<file path="src/rtl/branch_pkg.sv">
// Shared decode constants, FSM states and branch kinds for the branch sequencer.
package branch_pkg;

   localparam logic [5:0] OPC_B    = 6'd18;
   localparam logic [5:0] OPC_BC   = 6'd16;
   localparam logic [5:0] OPC_XL   = 6'd19;
   localparam logic [9:0] XO_BCLR  = 10'd16;
   localparam logic [9:0] XO_BCCTR = 10'd528;

   typedef enum logic [1:0] {IDLE, EVAL, WB, REDIR} state_t;

   typedef enum logic [2:0] {B, BC, BCLR, BCCTR, ILLEGAL} kind_t;

endpackage

</file>
<file path="src/rtl/branch_eval.sv">
// Combinational branch evaluation: decode, CTR update, condition test and next-address select.
module branch_eval
   import branch_pkg::*;
(
   input  logic [63:0] cia_i,
   input  logic [31:0] instr_i,
   input  logic        mode32_i,
   input  logic [31:0] cr_i,
   input  logic [63:0] lr_i,
   input  logic [63:0] ctr_i,
   output kind_t       kind_o,
   output logic        taken_o,
   output logic        illegal_o,
   output logic [63:0] ctr_next_o,
   output logic [63:0] nia_o,
   output logic [63:0] link_o,
   output logic        lr_we_o
);

   logic [4:0]  bo;
   logic [4:0]  bi;
   logic [63:0] cia4;
   logic [63:0] target;
   logic [63:0] nia_raw;
   logic        dec;
   logic        ctr_nz;
   logic        ctr_ok;
   logic        cond_ok;

   always_comb begin
      // instr bit 31 is ISA bit 0, so BO0 is bo[4] and BO3 is bo[1]
      bo = instr_i[25:21];
      bi = instr_i[20:16];

      kind_o = ILLEGAL;
      if (instr_i[31:26] == OPC_B)
         kind_o = B;
      else if (instr_i[31:26] == OPC_BC)
         kind_o = BC;
      else if (instr_i[31:26] == OPC_XL && instr_i[10:1] == XO_BCLR)
         kind_o = BCLR;
      else if (instr_i[31:26] == OPC_XL && instr_i[10:1] == XO_BCCTR)
         kind_o = BCCTR;

      dec        = ~bo[2] & (kind_o == BC || kind_o == BCLR);
      ctr_next_o = dec ? ctr_i - 64'd1 : ctr_i;
      ctr_nz     = mode32_i ? (ctr_next_o[31:0] != '0) : (ctr_next_o != '0);
      ctr_ok     = bo[2] | (ctr_nz ^ bo[1]);
      cond_ok    = bo[4] | (cr_i[5'd31 - bi] == bo[3]);
      illegal_o  = (kind_o == ILLEGAL) || (kind_o == BCCTR && !bo[2]);

      cia4 = cia_i + 64'd4;
      case (kind_o)
         B:       target = {{38{instr_i[25]}}, instr_i[25:2], 2'b00} + (instr_i[1] ? 64'd0 : cia_i);
         BC:      target = {{48{instr_i[15]}}, instr_i[15:2], 2'b00} + (instr_i[1] ? 64'd0 : cia_i);
         BCLR:    target = lr_i & ~64'h3;
         default: target = ctr_i & ~64'h3;
      endcase

      taken_o = !illegal_o && (kind_o == B || (ctr_ok && cond_ok));
      nia_raw = taken_o ? target : cia4;
      nia_o   = mode32_i ? {32'h0, nia_raw[31:0]} : nia_raw;
      link_o  = mode32_i ? {32'h0, cia4[31:0]} : cia4;
      lr_we_o = instr_i[0] & ~illegal_o;
   end

endmodule

</file>
<file path="src/rtl/branch_sequencer.sv">
// Branch request sequencer: latches a request, evaluates it, pulses LR/CTR writes, then redirects.
module branch_sequencer
   import branch_pkg::*;
(
   input  logic        i_clk,
   input  logic        i_rst,
   input  logic        i_req_valid,
   output logic        o_req_ready,
   input  logic [63:0] i_cia,
   input  logic [31:0] i_instr,
   input  logic        i_32b_mode,
   input  logic [31:0] i_cr,
   input  logic [63:0] i_lr,
   input  logic [63:0] i_ctr,
   output logic        o_lr_we,
   output logic [63:0] o_lr_wdata,
   output logic        o_ctr_we,
   output logic [63:0] o_ctr_wdata,
   output logic        o_redir_valid,
   input  logic        i_redir_ready,
   output logic [63:0] o_nia,
   output logic        o_taken,
   output logic        o_illegal
);

   state_t      state_q;
   logic [63:0] cia_q, lr_q, ctr_q;
   logic [31:0] instr_q, cr_q;
   logic        mode_q;

   logic        req_ready_q, lr_we_q, ctr_we_q, redir_valid_q, taken_q, illegal_q;
   logic [63:0] lr_wdata_q, ctr_wdata_q, nia_q;

   kind_t       kind_d;
   logic        taken_d, illegal_d, lr_we_d, ctr_we_d;
   logic [63:0] ctr_next_d, nia_d, link_d;

   branch_eval u_eval (
      .cia_i      (cia_q),
      .instr_i    (instr_q),
      .mode32_i   (mode_q),
      .cr_i       (cr_q),
      .lr_i       (lr_q),
      .ctr_i      (ctr_q),
      .kind_o     (kind_d),
      .taken_o    (taken_d),
      .illegal_o  (illegal_d),
      .ctr_next_o (ctr_next_d),
      .nia_o      (nia_d),
      .link_o     (link_d),
      .lr_we_o    (lr_we_d)
   );

   always_comb ctr_we_d = (kind_d == BC || kind_d == BCLR) && !instr_q[23];

   always_ff @(posedge i_clk) begin
      if (!i_rst) begin
         state_q       <= IDLE;
         req_ready_q   <= 1'b1;
         lr_we_q       <= 1'b0;
         ctr_we_q      <= 1'b0;
         redir_valid_q <= 1'b0;
         taken_q       <= 1'b0;
         illegal_q     <= 1'b0;
         lr_wdata_q    <= '0;
         ctr_wdata_q   <= '0;
         nia_q         <= '0;
         cia_q         <= '0;
         lr_q          <= '0;
         ctr_q         <= '0;
         instr_q       <= '0;
         cr_q          <= '0;
         mode_q        <= 1'b0;
      end else begin
         lr_we_q  <= 1'b0;
         ctr_we_q <= 1'b0;
         case (state_q)
            IDLE: if (i_req_valid) begin
               cia_q       <= i_cia;
               instr_q     <= i_instr;
               mode_q      <= i_32b_mode;
               cr_q        <= i_cr;
               lr_q        <= i_lr;
               ctr_q       <= i_ctr;
               req_ready_q <= 1'b0;
               state_q     <= EVAL;
            end
            EVAL: begin
               nia_q       <= nia_d;
               taken_q     <= taken_d;
               illegal_q   <= illegal_d;
               lr_we_q     <= lr_we_d;
               lr_wdata_q  <= link_d;
               ctr_we_q    <= ctr_we_d;
               ctr_wdata_q <= ctr_next_d;
               state_q     <= WB;
            end
            WB: begin
               redir_valid_q <= 1'b1;
               state_q       <= REDIR;
            end
            REDIR: if (i_redir_ready) begin
               redir_valid_q <= 1'b0;
               req_ready_q   <= 1'b1;
               state_q       <= IDLE;
            end
            default: state_q <= IDLE;
         endcase
      end
   end

   assign o_req_ready   = req_ready_q;
   assign o_lr_we       = lr_we_q;
   assign o_lr_wdata    = lr_wdata_q;
   assign o_ctr_we      = ctr_we_q;
   assign o_ctr_wdata   = ctr_wdata_q;
   assign o_redir_valid = redir_valid_q;
   assign o_nia         = nia_q;
   assign o_taken       = taken_q;
   assign o_illegal     = illegal_q;

endmodule

</file>
<file path="config.mk">
export PLATFORM = sky130hd
export DESIGN_NAME = branch_sequencer
export DESIGN_NICKNAME = d
export VERILOG_FILES = /design/src/rtl/branch_pkg.sv /design/src/rtl/branch_eval.sv /design/src/rtl/branch_sequencer.sv
export SDC_FILE = /design/constraint.sdc
export NUM_CORES = 1
export LEC_CHECK = 0
export CAP_MARGIN = 20
export CORE_MARGIN = 3
export CORE_UTILIZATION = 55
export DETAILED_ROUTE_END_ITERATION = 8
export HOLD_SLACK_MARGIN = 0.1
export PLACE_DENSITY = 0.84
export SYNTH_ARGS = -nofsm -noshare
export SYNTH_HDL_FRONTEND = slang
export SYNTH_SLANG_ARGS = --single-unit
</file>
<file path="constraint.sdc">
create_clock -name i_clk -period 12.8 [get_ports i_clk]
set_clock_uncertainty 0.2 [all_clocks]
set_input_delay 1.28 -clock i_clk [delete_from_list [all_inputs] [get_ports i_clk]]
set_output_delay 1.28 -clock i_clk [all_outputs]
set_load 0.05 [all_outputs]
</file>
==> impl_metrics.csv, run 1 <==
group,metric,value,unit
critical_path,r2r_start,"instr_q[31]",
power,seq_power_share,32.6,%
die,dieArea,47000,µm²
clocking,clock-sinks,455,
final_layout,areaGrowthSynthToFinish,25.6,%
logic_synthesis,netlist.area_leader.share,37.3,%
logic_synthesis,synth_nets,3552,
critical_path,slowest_delay,1.08,ns
flow_run,cap_violations,0,
critical_path,path_buf_inv,2,
critical_path,crit_top_cell,"buf_4",
logic_synthesis,synthFlopType,"dfxtp_1",
worst_hold_path,min_path_cells,2,
critical_path,worstPathRequired,13.08,ns
critical_path,critPathKind,"reg -> reg",
power,power_frac_comb,43.6,%
power,p_sw_share,44.4,%
timing,setup_viol,0,
logic_synthesis,ys_types,84,
critical_path,cpMaxStageDelayCell,"nand4_1",
die,io_pins,459,
timing,slew_violations,0,
die,die_y,217,µm
routing,routedWlPerCell,23.2,µm
critical_path,cp.depth,14,
placement,dpl_cell_area,29000,µm²
global_route,gr-total-overflow,0,
logic_synthesis,synth_top_area_cell,"dfxtp_1",
routing,drt_iter0_drc,3138,
critical_path,arrival,7.04,ns
critical_path,r2r_cells,14,
clocking,clk_latency,0.61,ns
clocking,clockBufferDepth,3,
final_layout,drive_above_1_share,4.14,%
critical_path,path_delay_family,"simple AND/OR/NAND/NOR gates",
power,max-vdd-ir-drop,152,µV
clocking,cts_setup_buffers,0,
logic_synthesis,synth_edf_count,0,
critical_path,critPathLaunchType,"flop",
global_route,antenna_found_initial,3,
routing,drt_pass1_iterations,6,
global_route,grt_pass1_wl,144000,µm
power,leakagePower,0.0110,µW
die,chipWidth,217,µm
timing,fmax,148,MHz
worst_hold_path,hp-start,"cr_q[5]",
global_route,grt_usage,38.7,%
logic_synthesis,netlist_area,24500,µm²
critical_path,crit_path_cell_trace,"nor4b_2, nand4_1, a2111oi_0, buf_4, nand3_1, xor2_1, a21bo_1, nor4_2, a41oi_1, o211ai_2, and2_1, buf_4, nor3_1, a311o_1",
power,p_clk_share,23.8,%
timing,worst_pin_slew,1.12,ns
routing,via_per_inst,6.38,
placement,post-place-ws,6.24,ns
logic_synthesis,yosys_warnings,0,
placement,place.port_buffers,456,
timing,timing.slew.headroom,25.4,%
power,p_per_area,203,nW/µm²
logic_synthesis,avgSynthCellArea,7.55,µm²
routing,route.vias.total,26400,
timing,setup_tns,0,ns
timing,hold_slack,0.256,ns
final_layout,final_core_util,70.7,%
die,rows,76,
status,status,"completed",
die,initial_core_util,56.3,%
clocking,cts_buffers,47,
logic_synthesis,synth_area_leaders,"dfxtp_1 (37%), nand2_1 (11%), a21oi_1 (7.6%), nor2_1 (4.1%), xnor2_1 (3.9%)",
clocking,clk_pin_slew_worst_paths,0.06,ns
placement,gp_congestion,1.01,
clocking,cts-root-buf,"clkbuf_16",
critical_path,r2r-end,"o_nia[20]",
power,p_int,3470,µW
worst_hold_path,min_to,"cr_q[5]",
critical_path,worst-r2r-setup-slack,6.03,ns
final_layout,layout.nets,3825,
global_route,grt_max_degree,219,
global_route,grt_pass1_vias,24700,
routing,drt-total-wl,95900,µm
logic_synthesis,synth-seq-cells,455,
timing,rsz0062_at_grt,"no",
timing,finalHoldViolCount,0,
logic_synthesis,synth_seq_area_share,37.3,%
final_layout,fin_area,30700,µm²
timing,min_period,6.77,ns
logic_synthesis,postSynthCellCount,3239,
logic_synthesis,async_flop_share,0,%
clocking,postCtsHoldBufs,0,
timing,final.setup.worst_slack,6.03,ns
clocking,cts_resized,0,
routing,drcViolationCount,0,
power,power.switching,2770,µW
critical_path,critical_path_peak_fanout,26,
timing,fin_crit_sh,52.9,%
clocking,cts_tree,"done",
clocking,cts-htree-levels,2,
routing,antenna_left,0,
placement,place_hpwl,69000,µm
critical_path,endpoint_kind,"flop",
worst_hold_path,hp-class,"reg -> reg",
die,coreArea,43500,µm²
[Yosys cell counts (all sizes together), types with 6 or more instances]
cell,count
o21a,7
a32o,13
nand4,39
o211ai,28
nor4,34
or3,23
o21bai,12
o21ai,89
nor3,59
nor2,270
dfxtp,455
nand2b,17
a22oi,37
o2bb2ai,6
ha,51
mux2i,8
a221oi,18
a22o,11
nor4b,11
and3,28
nand3,108
o2111ai,6
inv,26
mux4,10
nand2,684
a211oi,106
o311ai,21
a21boi,6
nor2b,66
clkbuf,232
a21o,30
and2,16
buf,33
a21oi,373
xor2,79
a311o,10
a311oi,6
a31oi,20
xnor2,110
[tightest hold or removal path: cells and delay by family, from the launching register on]
kind             cells  cell delay, ns
flip-flops           1            0.31
AND/OR/NAND/NOR      1            0.05
AO/OA/AOI/OAI        1            0.05
[metal layers]
metal,vias up,global-route usage [%],share of wire (%)
met5,-,0,0.014
li1,11900,-,-
met4,2,15.0,4.1
met3,253,8.88,12
met2,1619,59.8,44
met1,12500,52.9,40
[logic make-up after synthesis]
| group | Yosys count | share of synthesized area, % |
|---|---|---|
| AOI/OAI and AO/OA | 844 | 22.0 |
| and+or+nand+nor | 1388 | 25.4 |
| DFF | 455 | 37.3 |
| buffers and inverters | 291 | 4.60 |
| muxes | 18 | 1.25 |
| adders and majority gates | 54 | 2.77 |
| xor gates and xnor gates | 189 | 6.77 |
[how the worst max path moves through the flow]
stage                      to  slack (ns)   startpoint
finish              o_nia[20]        6.03  instr_q[31]
global placement     o_nia[7]        6.38  instr_q[31]
global route        o_nia[20]        5.78  instr_q[31]
detailed placement  o_nia[20]        6.24  instr_q[31]
floorplan           o_nia[62]        7.11  instr_q[31]
CTS                 o_nia[20]        6.22  instr_q[31]
[sequential cells by signal (all words and copies together) (netlist names)]
signal,flops
o_redir_valid,1
cr_q,32
o_ctr_we,1
o_lr_we,1
mode_q,1
cia_q,64
o_req_ready,1
o_lr_wdata,64
lr_q,62
o_taken,1
instr_q,32
o_illegal,1
o_ctr_wdata,64
state_q,2
ctr_q,64
o_nia,64
[cell type report]
| cell class | instances | area (µm²) |
|---|---|---|
| Clock inverter | 14 | 223 |
| Sequential cell | 455 | 9110 |
| Timing Repair Buffer | 489 | 4840 |
| Antenna cell | 1 | 2.50 |
| Clock buffer | 71 | 1450 |
| Fill cell | 3428 | 12700 |
| Multi-Input combinational cell | 2493 | 14300 |
| Inverter | 26 | 105 |
| Tap cell | 585 | 732 |
[cells in the final DEF (no fill, tap or decap), types with 28 or more instances in the layout]
cell type / count
nand2_1: 682
clkdlybuf4s50_1: 455
dfxtp_1: 454
a21oi_1: 373
nor2_1: 267
xnor2_1: 110
nand3_1: 108
a211oi_1: 106
o21ai_0: 81
xor2_1: 79
nor2b_1: 66
nor3_1: 58
ha_1: 50
clkbuf_16: 49
nand4_1: 39
a22oi_1: 37
nor4_1: 33
a21o_1: 30
buf_4: 30
and3_1: 28
[per-stage QoR]
stage          std cells  total power (µW)
2_1_floorplan       3239              3770
3_3_place_gp        4045              4630
3_5_place_dp        4045              4690
4_1_cts             4130              6180
5_1_grt             4134              6480
6_report            4134              6240
[power groups by stage]
stage / clock (µW) / combinational (µW) / sequential [µW]
2_1_floorplan: 0 / 1360 / 2410
3_3_place_gp: 0 / 2600 / 2030
3_5_place_dp: 0 / 2650 / 2050
4_1_cts: 1490 / 2670 / 2020
5_1_grt: 1540 / 2880 / 2060
6_report: 1490 / 2720 / 2040
Power figures use the tool's default switching activity.
==> run 2: changes to the inputs <==
--- a/config.mk
+++ b/config.mk
@@ -7,10 +7,10 @@
 export LEC_CHECK = 0
 export CAP_MARGIN = 20
 export CORE_MARGIN = 3
-export CORE_UTILIZATION = 55
+export CORE_UTILIZATION = 53
 export DETAILED_ROUTE_END_ITERATION = 8
 export HOLD_SLACK_MARGIN = 0.1
-export PLACE_DENSITY = 0.84
+export PLACE_DENSITY = 0.81
 export SYNTH_ARGS = -nofsm -noshare
 export SYNTH_HDL_FRONTEND = slang
 export SYNTH_SLANG_ARGS = --single-unit
==> constraint.sdc (replaced) <==
create_clock -name i_clk -period 6.55 [get_ports i_clk]
set_clock_uncertainty 0.2 [all_clocks]
set_input_delay 0.655 -clock i_clk [delete_from_list [all_inputs] [get_ports i_clk]]
set_output_delay 0.655 -clock i_clk [all_outputs]
set_load 0.05 [all_outputs]
==> run 2 against run 1 <==
  * Non-clock buffer count increased by 9
  * Worst hold slack worse by 0.0042 ns
  * Combinational power increased by 93%
  * Highest routed layer unchanged
  * Critical path depth increased by 3
  * Register-to-register slack worse by 5.3 ns
  * Die area is 3.7% higher
  * Critical endpoint is now o_nia[59]
  * First-iteration DRC count shrank 2.7%
  * Clock power up 90%
==> impl_metrics.csv, run 2 (synthesis gave the netlist of run 1 again) <==
group,metric,value,unit
placement,placed_cells,4071,
global_route,gr-total-overflow,0,
placement,place.port_buffers,456,
power,power_frac_comb,43.5,%
critical_path,worstPathRequired,6.82,ns
final_layout,nFillCells,3893,
die,initial_core_util,53.8,%
power,p_per_area,393,nW/µm²
critical_path,endpoint_kind,"flop",
routing,via_per_inst,6.24,
timing,slew_violations,0,
final_layout,diodes,0,
clocking,cts_tree,"done",
power,seq_power_share,33.0,%
routing,antenna_left,0,
clocking,clk_latency,0.60,ns
routing,drt-total-wl,94500,µm
critical_path,critPathLaunchType,"flop",
timing,finalHoldViolCount,0,
clocking,clk_pin_slew_worst_paths,0.06,ns
clocking,cts_buffers,47,
timing,timing.slew.headroom,28.9,%
routing,route.vias.total,26000,
clocking,cts_setup_buffers,0,
die,coreArea,45500,µm²
routing,drt_iter0_drc,3054,
routing,drcViolationCount,0,
critical_path,cp-startpoint,"instr_q[31]",
final_layout,drive_above_1_share,4.36,%
final_layout,areaGrowthSynthToFinish,25.8,%
clocking,cts-htree-levels,2,
die,dieArea,48700,µm²
global_route,grt_usage,37.1,%
critical_path,r2r_start,"instr_q[31]",
critical_path,critPathKind,"reg -> reg",
final_layout,stdcell_count,4156,
power,power.switching,5360,µW
clocking,clockBufferDepth,3,
global_route,antenna_found_initial,1,
clocking,clock-sinks,455,
final_layout,multiInputGateArea,14300,µm²
power,p_int,6720,µW
die,io_pins,459,
power,leakagePower,0.0110,µW
power,p_clk_share,23.5,%
final_layout,regArea,9110,µm²
die,die_y,221,µm
clocking,cts-root-buf,"clkbuf_16",
timing,setup_tns,0,ns
placement,gp_congestion,0.979,
worst_hold_path,hp-start,"cr_q[5]",
power,max-vdd-ir-drop,411,µV
placement,place_hpwl,69600,µm
timing,fin_crit_sh,88.5,%
global_route,grt_pass1_wl,141000,µm
critical_path,arrival,6.07,ns
timing,fmax,173,MHz
global_route,grt_pass1_vias,24000,
worst_hold_path,hp-class,"reg -> reg",
global_route,grt_max_degree,166,
timing,rsz0062_at_grt,"no",
power,p_sw_share,44.4,%
flow_run,cap_violations,0,
clocking,cts_resized,0,
timing,setup_viol,0,
final_layout,layout.nets,3834,
status,status,"completed",
final_layout,layout_common_cells,"nand2_1 (682), clkdlybuf4s50_1 (455), dfxtp_1 (454)",
routing,drt_pass1_iterations,8,
routing,routedWlPerCell,22.7,µm
die,chipWidth,221,µm
timing,worst_pin_slew,1.07,ns
timing,min_period,5.80,ns
critical_path,critical_path_peak_fanout,22,
clocking,postCtsHoldBufs,0,
die,rows,78,
final_layout,layout_commonest_cell,"nand2_1",
==> run 2: changes by cell type in the layout (fill, tap and decap cells not counted), moves of 3 or more <==
cell      delta
buf_12       +3
buf_4        +7
clkbuf_8     -6
clkinv_2     +7
==> run 2: power by group through the flow <==
stage          Sequential (µW)  Combinational, µW  Clock [µW]
5_1_grt                   4040               5620        2950
2_1_floorplan             4710               2650           0
6_report                  3990               5260        2830
3_3_place_gp              3990               5090           0
3_5_place_dp              4010               5160           0
4_1_cts                   3960               5190        2840
==> run 2: layer usage <==
layer	track usage, %	part of all wire, %	vias up
met1	51.7	42	12400
met5	0	0.014	-
met3	7.64	11	229
met4	14.1	4.2	2
met2	56.6	43	1378
li1	-	-	11900
==> run 2: path summary, 6_finish.rpt <==
check | end | slack (ns) | depth (start not counted)
worst min-delay path | cr_q[5] | 0.25 | 2
worst max register to register | o_nia[59] | 0.75 | 17
worst max-delay path | o_nia[59] | 0.75 | 17
worst min register to register | cr_q[5] | 0.25 | 2
==> run 2: worst max-delay path, stage by stage (launching register included) <==
cell and delay (ns):
dfxtp_1 0.33, nor4b_2 0.77, a21oi_1 0.47, nor2_2 0.22, inv_1 0.39, ha_1 0.55
nor2b_1 0.14, and4_1 0.20, nor4_1 0.05, o21ai_0 0.23, o211ai_1 0.21, nand2_1 0.20
a21oi_1 0.17, a31oi_1 0.57, a21boi_0 0.27, xnor2_1 0.38, o211ai_1 0.12, a22o_1 0.21
==> run 2: per-stage QoR <==
stage / setup slack [ns] / total power, µW / area [µm²] / hold slack [ns] / utilization [%]
3_5_place_dp: 0.944 / 9170 / 29100 / 0.247 / 64.1
6_report: 0.755 / 12100 / 30800 / 0.252 / 67.6
4_1_cts: 0.937 / 12000 / 30800 / 0.255 / 67.6
3_3_place_gp: 1.09 / 9080 / 29100 / 0.239 / 64.1
5_1_grt: 0.431 / 12600 / 30800 / 0.276 / 67.6
2_1_floorplan: 0.861 / 7370 / 24500 / 0.232 / -
==> run 2: cell type report <==
class	instances	share of cell area (%)
Clock buffer	65	4.44
Clock inverter	19	0.793
Inverter	26	0.342
Multi-Input combinational cell	2493	46.4
Sequential cell	455	29.6
Tap cell	600	2.44
Timing Repair Buffer	498	16.0
